--- config.mk ---
export PLATFORM = sky130hd
export DESIGN_NAME = writeback_register_file
export DESIGN_NICKNAME = d
export VERILOG_FILES = /design/src/rtl/writeback_register_file.sv
export SDC_FILE = /design/constraint.sdc
export NUM_CORES = 2
export LEC_CHECK = 0
export CORE_MARGIN = 1.5
export CORE_UTILIZATION = 55
export CTS_CLUSTER_SIZE = 8
export DETAILED_ROUTE_END_ITERATION = 12
export GPL_ROUTABILITY_DRIVEN = 0
export PLACE_DENSITY = 0.71
export SLEW_MARGIN = 20
export SYNTH_ARGS = -nofsm -noshare
export SYNTH_HDL_FRONTEND = slang
export SYNTH_SLANG_ARGS = --single-unit
--- constraint.sdc ---
create_clock -name clk -period 66.4 [get_ports clk]
set_input_delay 9.96 -clock clk [delete_from_list [all_inputs] [get_ports clk]]
set_output_delay 9.96 -clock clk [all_outputs]
set_load 0.1 [all_outputs]
--- src/rtl/writeback_register_file.sv ---
// Writeback stage plus 32x32 register file.
// Selects the writeback value (ALU result or a big-endian extracted load),
// writes it into the register file on the rising clock edge, and serves two
// combinational read ports that see a same-cycle write (write-before-read).
module writeback_register_file #(
  parameter logic [31:0] SP_RESET_VALUE = 32'h0000_0000,
  parameter logic [31:0] GP_RESET_VALUE = 32'h0000_0000
) (
  input  logic        clk,
  input  logic        reset,
  input  logic        register_write_writeback,
  input  logic        memory_to_register_writeback,
  input  logic [31:0] ALU_out_writeback,
  input  logic [31:0] read_data_writeback,
  input  logic [2:0]  load_type_writeback,
  input  logic [4:0]  write_register_writeback,
  input  logic [4:0]  read_address_1,
  input  logic [4:0]  read_address_2,
  output logic [31:0] read_data_1,
  output logic [31:0] read_data_2,
  output logic [31:0] result_writeback,
  output logic [31:0] register_v0
);

  typedef enum logic [2:0] {
    LOAD_LW  = 3'b000,
    LOAD_LB  = 3'b001,
    LOAD_LBU = 3'b010,
    LOAD_LH  = 3'b011,
    LOAD_LHU = 3'b100
  } load_type_e;

  localparam int unsigned NUM_REGS = 32;
  localparam int unsigned GP_INDEX = 28;
  localparam int unsigned SP_INDEX = 29;
  localparam int unsigned V0_INDEX = 2;

  logic [31:0] regs_q [NUM_REGS];
  logic [31:0] regs_d [NUM_REGS];

  logic [1:0]  offset;
  logic [7:0]  load_byte;
  logic [15:0] load_half;
  logic [31:0] load_value;
  logic        write_hit;

  assign offset = ALU_out_writeback[1:0];

  // Write is effective only when enabled and not aimed at the hardwired zero register.
  assign write_hit = register_write_writeback && (write_register_writeback != 5'd0);

  // Big-endian byte/halfword selection and sign/zero extension of the load word.
  always_comb begin
    // NOTE: every always_comb output gets a default first so no path leaves it unassigned and infers a latch.
    load_byte  = read_data_writeback[31:24];
    load_half  = offset[1] ? read_data_writeback[15:0] : read_data_writeback[31:16];
    load_value = read_data_writeback;

    unique case (offset)
      2'd0: load_byte = read_data_writeback[31:24];
      2'd1: load_byte = read_data_writeback[23:16];
      2'd2: load_byte = read_data_writeback[15:8];
      2'd3: load_byte = read_data_writeback[7:0];
    endcase

    case (load_type_writeback)
      LOAD_LB:  load_value = {{24{load_byte[7]}}, load_byte};
      LOAD_LBU: load_value = {24'd0, load_byte};
      LOAD_LH:  load_value = {{16{load_half[15]}}, load_half};
      LOAD_LHU: load_value = {16'd0, load_half};
      default:  load_value = read_data_writeback;  // LW and unused encodings
    endcase
  end

  // Final writeback value, also consumed by the forwarding unit.
  always_comb begin
    result_writeback = ALU_out_writeback;
    if (memory_to_register_writeback) begin
      result_writeback = load_value;
    end
  end

  // Next register-file contents: hold everything, update the addressed entry.
  always_comb begin
    regs_d = regs_q;
    if (write_hit) begin
      regs_d[write_register_writeback] = result_writeback;
    end
  end

  // Register-file state; reset loads the $gp/$sp reset values, zero elsewhere.
  always_ff @(posedge clk or posedge reset) begin
    if (reset) begin
      // NOTE: this array is reset because $sp/$gp must hold defined values and software may read other registers before writing them; a plain RAM macro would not be used here.
      for (int i = 0; i < NUM_REGS; i++) begin
        regs_q[i] <= '0;
      end
      regs_q[GP_INDEX] <= GP_RESET_VALUE;
      regs_q[SP_INDEX] <= SP_RESET_VALUE;
    end else begin
      // NOTE: sequential state uses non-blocking assignments so every flop samples pre-edge values.
      regs_q <= regs_d;
    end
  end

  // Read port 1: zero register reads 0, same-cycle write bypasses storage.
  always_comb begin
    read_data_1 = (read_address_1 == 5'd0) ? 32'd0 : regs_q[read_address_1];
    if (write_hit && (write_register_writeback == read_address_1)) begin
      read_data_1 = result_writeback;
    end
  end

  // Read port 2: same behaviour as port 1, evaluated independently.
  always_comb begin
    read_data_2 = (read_address_2 == 5'd0) ? 32'd0 : regs_q[read_address_2];
    if (write_hit && (write_register_writeback == read_address_2)) begin
      read_data_2 = result_writeback;
    end
  end

  // Stored $v0 contents, without bypass.
  assign register_v0 = regs_q[V0_INDEX];

endmodule

# Word-level counts from Yosys, hierarchy flattened
# Cells that the tools add are included.
[word_totals]
regBits = 1024
wordCells = 73
[op_classes]
n_lt_le_gt_ge = 4
eq_ne = 9
mux = 17
bitwise = 3
n_reduce_logical = 8
[ops]
columns = ["operator", "n"]
rows = [
  ["1024-bit bitwise mux", 1],
  ["32-bit binary-select mux with 5-bit select", 2],
  ["32-bit 2-to-1 mux", 10],
  ["32-bit demux with 5-bit select", 1],
  ["32-bit case mux with 4 select lines", 1],
  ["8-bit case mux with 4 select lines", 1],
  ["6-bit >= comparator (second input constant)", 3],
  ["5-bit inverter with 6-bit output", 3],
  ["16-bit 2-to-1 mux", 1],
  ["5-bit == test", 2],
  ["5-bit logical NOT", 2],
  ["3-bit by 2-bit == test with 1-bit output (second input constant)", 2],
  ["6-bit by 1-bit less-than comparator with 1-bit output (second input constant)", 1],
  ["5-bit nonzero test", 1],
  ["2-bit == test (second input constant)", 2],
  ["1-bit logical AND", 4],
  ["3-bit by 1-bit == test with 1-bit output (second input constant)", 1],
  ["3-bit == test (second input constant)", 1],
  ["2-bit by 1-bit == test with 1-bit output (second input constant)", 1],
  ["2-bit logical NOT", 1],
]

# Depth between registers and ports, before layout
[logic_depth]
ltp_word = 6
ltp_mapped = 10
ltp_nobuf = 6

# Least setup slack after synthesis
# Ideal clock, no wire load.
[synth_path]
path_type = "input to output"
startpoint = "input port read_address_1[0]"
endpoint = "output port read_data_1[10]"
arrival_time_ns = 12.871
t_required_ns = 56.440
setup_slack_ns = 43.569
cell_stages = 9
n_path_buf = 4
path_cell_list = "buf_2 buf_4 buf_4 buf_2 mux2i_1 a221oi_1 a21oi_1 o211a_1 o221ai_1"
[synth_via]
elab_chain_cells = 6
word_cells_on_any_way = 9
classes_between = "1 x eq/ne; 5 x mux; 1 x bitwise; 2 x reduce/logical"
[synth_rtl]
columns = ["item", "line_no", "source"]
rows = [
  ["start, declared", "17", "input logic [4:0] read_address_1,"],
  ["5-bit inverter with 6-bit output (implied by the code)", "108", "read_data_1 = (read_address_1 == 5'd0) ? 32'd0 : regs_q[read_address_1];"],
  ["32-bit binary-select mux with 5-bit select", "108", ""],
  ["32-bit 2-to-1 mux (implied by the code) (2 in series)", "108", ""],
  ["32-bit 2-to-1 mux", "108", ""],
  ["32-bit 2-to-1 mux (*)", "109", "if (write_hit && (write_register_writeback == read_address_1)) begin"],
  ["end, declared", "19", "output logic [31:0] read_data_1,"],
]
# Mark *: on every way between the ends. The rest lies on a longest branch, timed or not. The select of a mux whose other input is x is not followed.

# Worst setup path after layout
[layout_path]
startpoint = "input port read_address_2[0]"
endpoint = "output port read_data_2[15]"
[layout_via]
elab_chain_cells = 6
word_cells_on_any_way = 9
classes_between = "1 x eq/ne; 5 x mux; 1 x bitwise; 2 x reduce/logical"
[layout_rtl]
columns = ["item", "line_no", "source"]
rows = [
  ["start, declared", "18", "input logic [4:0] read_address_2,"],
  ["5-bit inverter with 6-bit output (implied by the code)", "116", "read_data_2 = (read_address_2 == 5'd0) ? 32'd0 : regs_q[read_address_2];"],
  ["32-bit binary-select mux with 5-bit select", "116", ""],
  ["32-bit 2-to-1 mux (implied by the code) (2 in series)", "116", ""],
  ["32-bit 2-to-1 mux", "116", ""],
  ["32-bit 2-to-1 mux (*)", "117", "if (write_hit && (write_register_writeback == read_address_2)) begin"],
  ["end, declared", "20", "output logic [31:0] read_data_2,"],
]
# Marks and branches as above.

==> out/results.txt <==
Vias per cell: 6.77
Cells after synthesis: 5075
Number of max-cap violations: 0
Clk root buf: clkbuf_16
Number of buffers added on ports: 213
Crit path time final: 25.18 ns
Clock-pin slew on the worst setup and hold paths: 0.05 ns
Initial Utilization: 55.7%
Die H: 319 um
Top cells by area, synth: dfrtp_1, mux4_2, o21ai_0
Compound-Gate Fraction of Synth Area: 16.6%
Reg-to-reg slack, setup: 65.58 ns
Top cell type's share of synthesized area: 46.6%
Register bit total from synthesis: 1024
Adder-cell share of the synthesized area: 0.0205%
Worst Setup Start Kind: input pin
Class of the worst hold path: reg -> reg
Final #Nets: 5039
Clock Sinks: 1024
DR iter-0 viols: 5047
Core region area: 0.0987 sq mm
Top cell type by total area after synthesis: dfrtp_1
Final Hold Violating Endpoints: 0
Number of flops mapped to enable cells by yosys: 0
Mean post-synth cell area: 10.8 sq um
Largest net degree at the start of global routing: 167
Die area: 0.102 sq mm
Final HPWL DP: 98.5 mm
H-tree levels: 4
Post-cts resize count: 0
CTS buffer count: 146
Setup TNS: 0 ns
Die Wd: 319 um
Clock latency on the worst-skew pair: 0.73 ns
Ys Warns: 0
Drt wl/cell: 27.6 um
Critical path class: in -> out
Number of global-route vias before repair: 42.1k
Worst Tran Pin Value: 1.17 ns
Power per standard cell area: 33.1 mW/mm^2
Router iterations before antenna repair: 8
Routed Antenna Nets: 0
Setup crit end kind: primary output
Layout cells sized above 1: 15.3%
Clock tree buffer depth: 3
Pins Over Slew Limit: 0
Unrepaired setup endpoints after global routing: no
GRT Overall Usage: 34.3%
LEAKAGE: 26.5 nW
Area of the multi-input gates: 0.0266 sq mm
Post-Route WL: 173 mm
Max_slew headroom: 21.9%
Required time of the worst setup path: 56.44 ns
Critical-path maximum fanout: 72
DR vias: 42.4k
Area Growth Syn to Fin: 10.6%
Setup Buffers After CTS: 0
Fmax: 39.7 MHz
Multiplexer share of the synthesized area: 22.7%
CP arrival: 15.22 ns
Synth Area in Simple Gates: 8.39%
Synth cell types: 68
Post-Synth XOR/XNOR Area: 0.175%
Outcome: finished clean
Initial antenna violation count: 4
Synth Flop Type: dfrtp_1
Rows: 115
Sequential fraction of the synthesis area: 46.6%
Clock skew: 0 ns
Period utilization: 37.9%
Final Util: 61.6%
Final Setup Violations: 0
Maximum vdd ir drop: 0.0176 mV
Cell Area, Synth: 0.0550 sq mm
Total gr overflow: 0
Reg area: 0.0256 sq mm
IO Count: 214
Detailed-route DRC error count: 0
Combinational family with the most area after synthesis: multiplexers
Syn Nets: 5161
Global-route wire length before repair: 263 mm
Ys async rst share: 100%
CTS tree: yes
Fillers: 7769
Cts hold-fix bufs: 0
[report_power, final]
part | total [mW] | switching [mW] | internal [mW]
registers | 0.848 | 0.0980 | 0.749
logic | 0.505 | 0.302 | 0.202
clock network | 0.662 | 0.268 | 0.394
[routing by layer]
metal  GRT usage (%)  wire (um)  vias to the layer above
met5               0         27                        -
met4            13.5       6860                        4
met3            10.9      20100                      472
met2            51.1      77600                     2315
met1            47.2      68200                    21400
li1                -          -                    18200
[synth_stat cells, drive strengths merged, types with 11 or more instances]
| cell | instances |
|---|---|
| o211ai | 43 |
| nand2 | 1058 |
| a22oi | 87 |
| mux2i | 325 |
| clkbuf | 371 |
| nor2 | 21 |
| dfrtp | 1024 |
| o2bb2ai | 16 |
| o21bai | 30 |
| a21o | 66 |
| o221ai | 18 |
| mux4 | 403 |
| nand3 | 51 |
| mux2 | 11 |
| o21ai | 1033 |
| a221oi | 149 |
| inv | 48 |
| buf | 208 |
| a21oi | 22 |
[worst paths after layout]
path                              endpoint              start  depth (start not counted)
min                           regs_q[1004]       regs_q[1004]                          0
max reg2reg                register_v0[17]    register_v0[17]                          2
min reg2reg                   regs_q[1004]       regs_q[1004]                          0
max in group asynchronous      regs_q[562]              reset                          7
max                        read_data_2[15]  read_address_2[0]                          9
min in group asynchronous        regs_q[2]              reset                          2
[kinds of logic after synthesis]
group | count (synthesis)
DFF | 1024
muxes | 739
buffers and inverters | 627
adders and majority gates | 1
xor gates and xnor gates | 11
AOI/OAI and AO/OA | 1502
and+or+nand+nor | 1171
[placed cells by master (no fill, tap or decap), drive strengths merged, types with 5 or more instances in the layout]
cell / count
inv: 56
clkdlybuf4s50: 202
o211ai: 43
a21oi: 22
nor2: 21
o2bb2ai: 16
a221oi: 149
o21ai: 1033
clkbuf: 151
nand2: 1058
clkinv: 5
a21o: 66
and3: 10
dfrtp: 1024
nor3b: 6
o221ai: 18
a221o: 6
a222oi: 5
mux2: 11
buf: 107
o211a: 7
a22oi: 87
mux4: 403
nand3: 51
o21bai: 30
xnor2: 10
mux2i: 325
[worst max-delay path, cell delays in order]
cell,delay (ns)
buf_8,0.58
buf_4,0.89
buf_4,0.85
mux2i_1,0.18
a221oi_1,0.42
o21ai_0,0.12
a21boi_0,0.27
a2bb2oi_1,0.60
clkdlybuf4s50_1,1.26
[registers in the layout (all words and copies together) (netlist names)]
| signal | cells |
|---|---|
| register_v0 | 32 |
| regs_q | 992 |
[area by class of cell]
| type | instances | share of cell area, % |
|---|---|---|
| multi-input cells | 3424 | 43.7 |
| flip-flops and latches | 1024 | 42.1 |
| clock buffers | 151 | 6.14 |
| repair buffers | 309 | 4.83 |
| well taps | 1287 | 2.65 |
| inverters | 48 | 0.317 |
| clock inverters | 13 | 0.237 |
| diodes | 2 | 0.00823 |
[metrics by stage]
step           hold WS (ns)  std cells  area, sq um  setup WS [ns]  total power, mW
3_5_place_dp          0.384       6092        56900          41.28             1.35
4_1_cts               0.395       6256        60800          41.28             2.01
5_1_grt               0.410       6256        60800          41.05             2.10
2_1_floorplan         0.441       5075        55000          27.62             1.23
6_report              0.401       6258        60800          41.22             2.01
3_3_place_gp          0.377       6090        56900          41.27             1.33
Power figures use the tool's default switching activity.
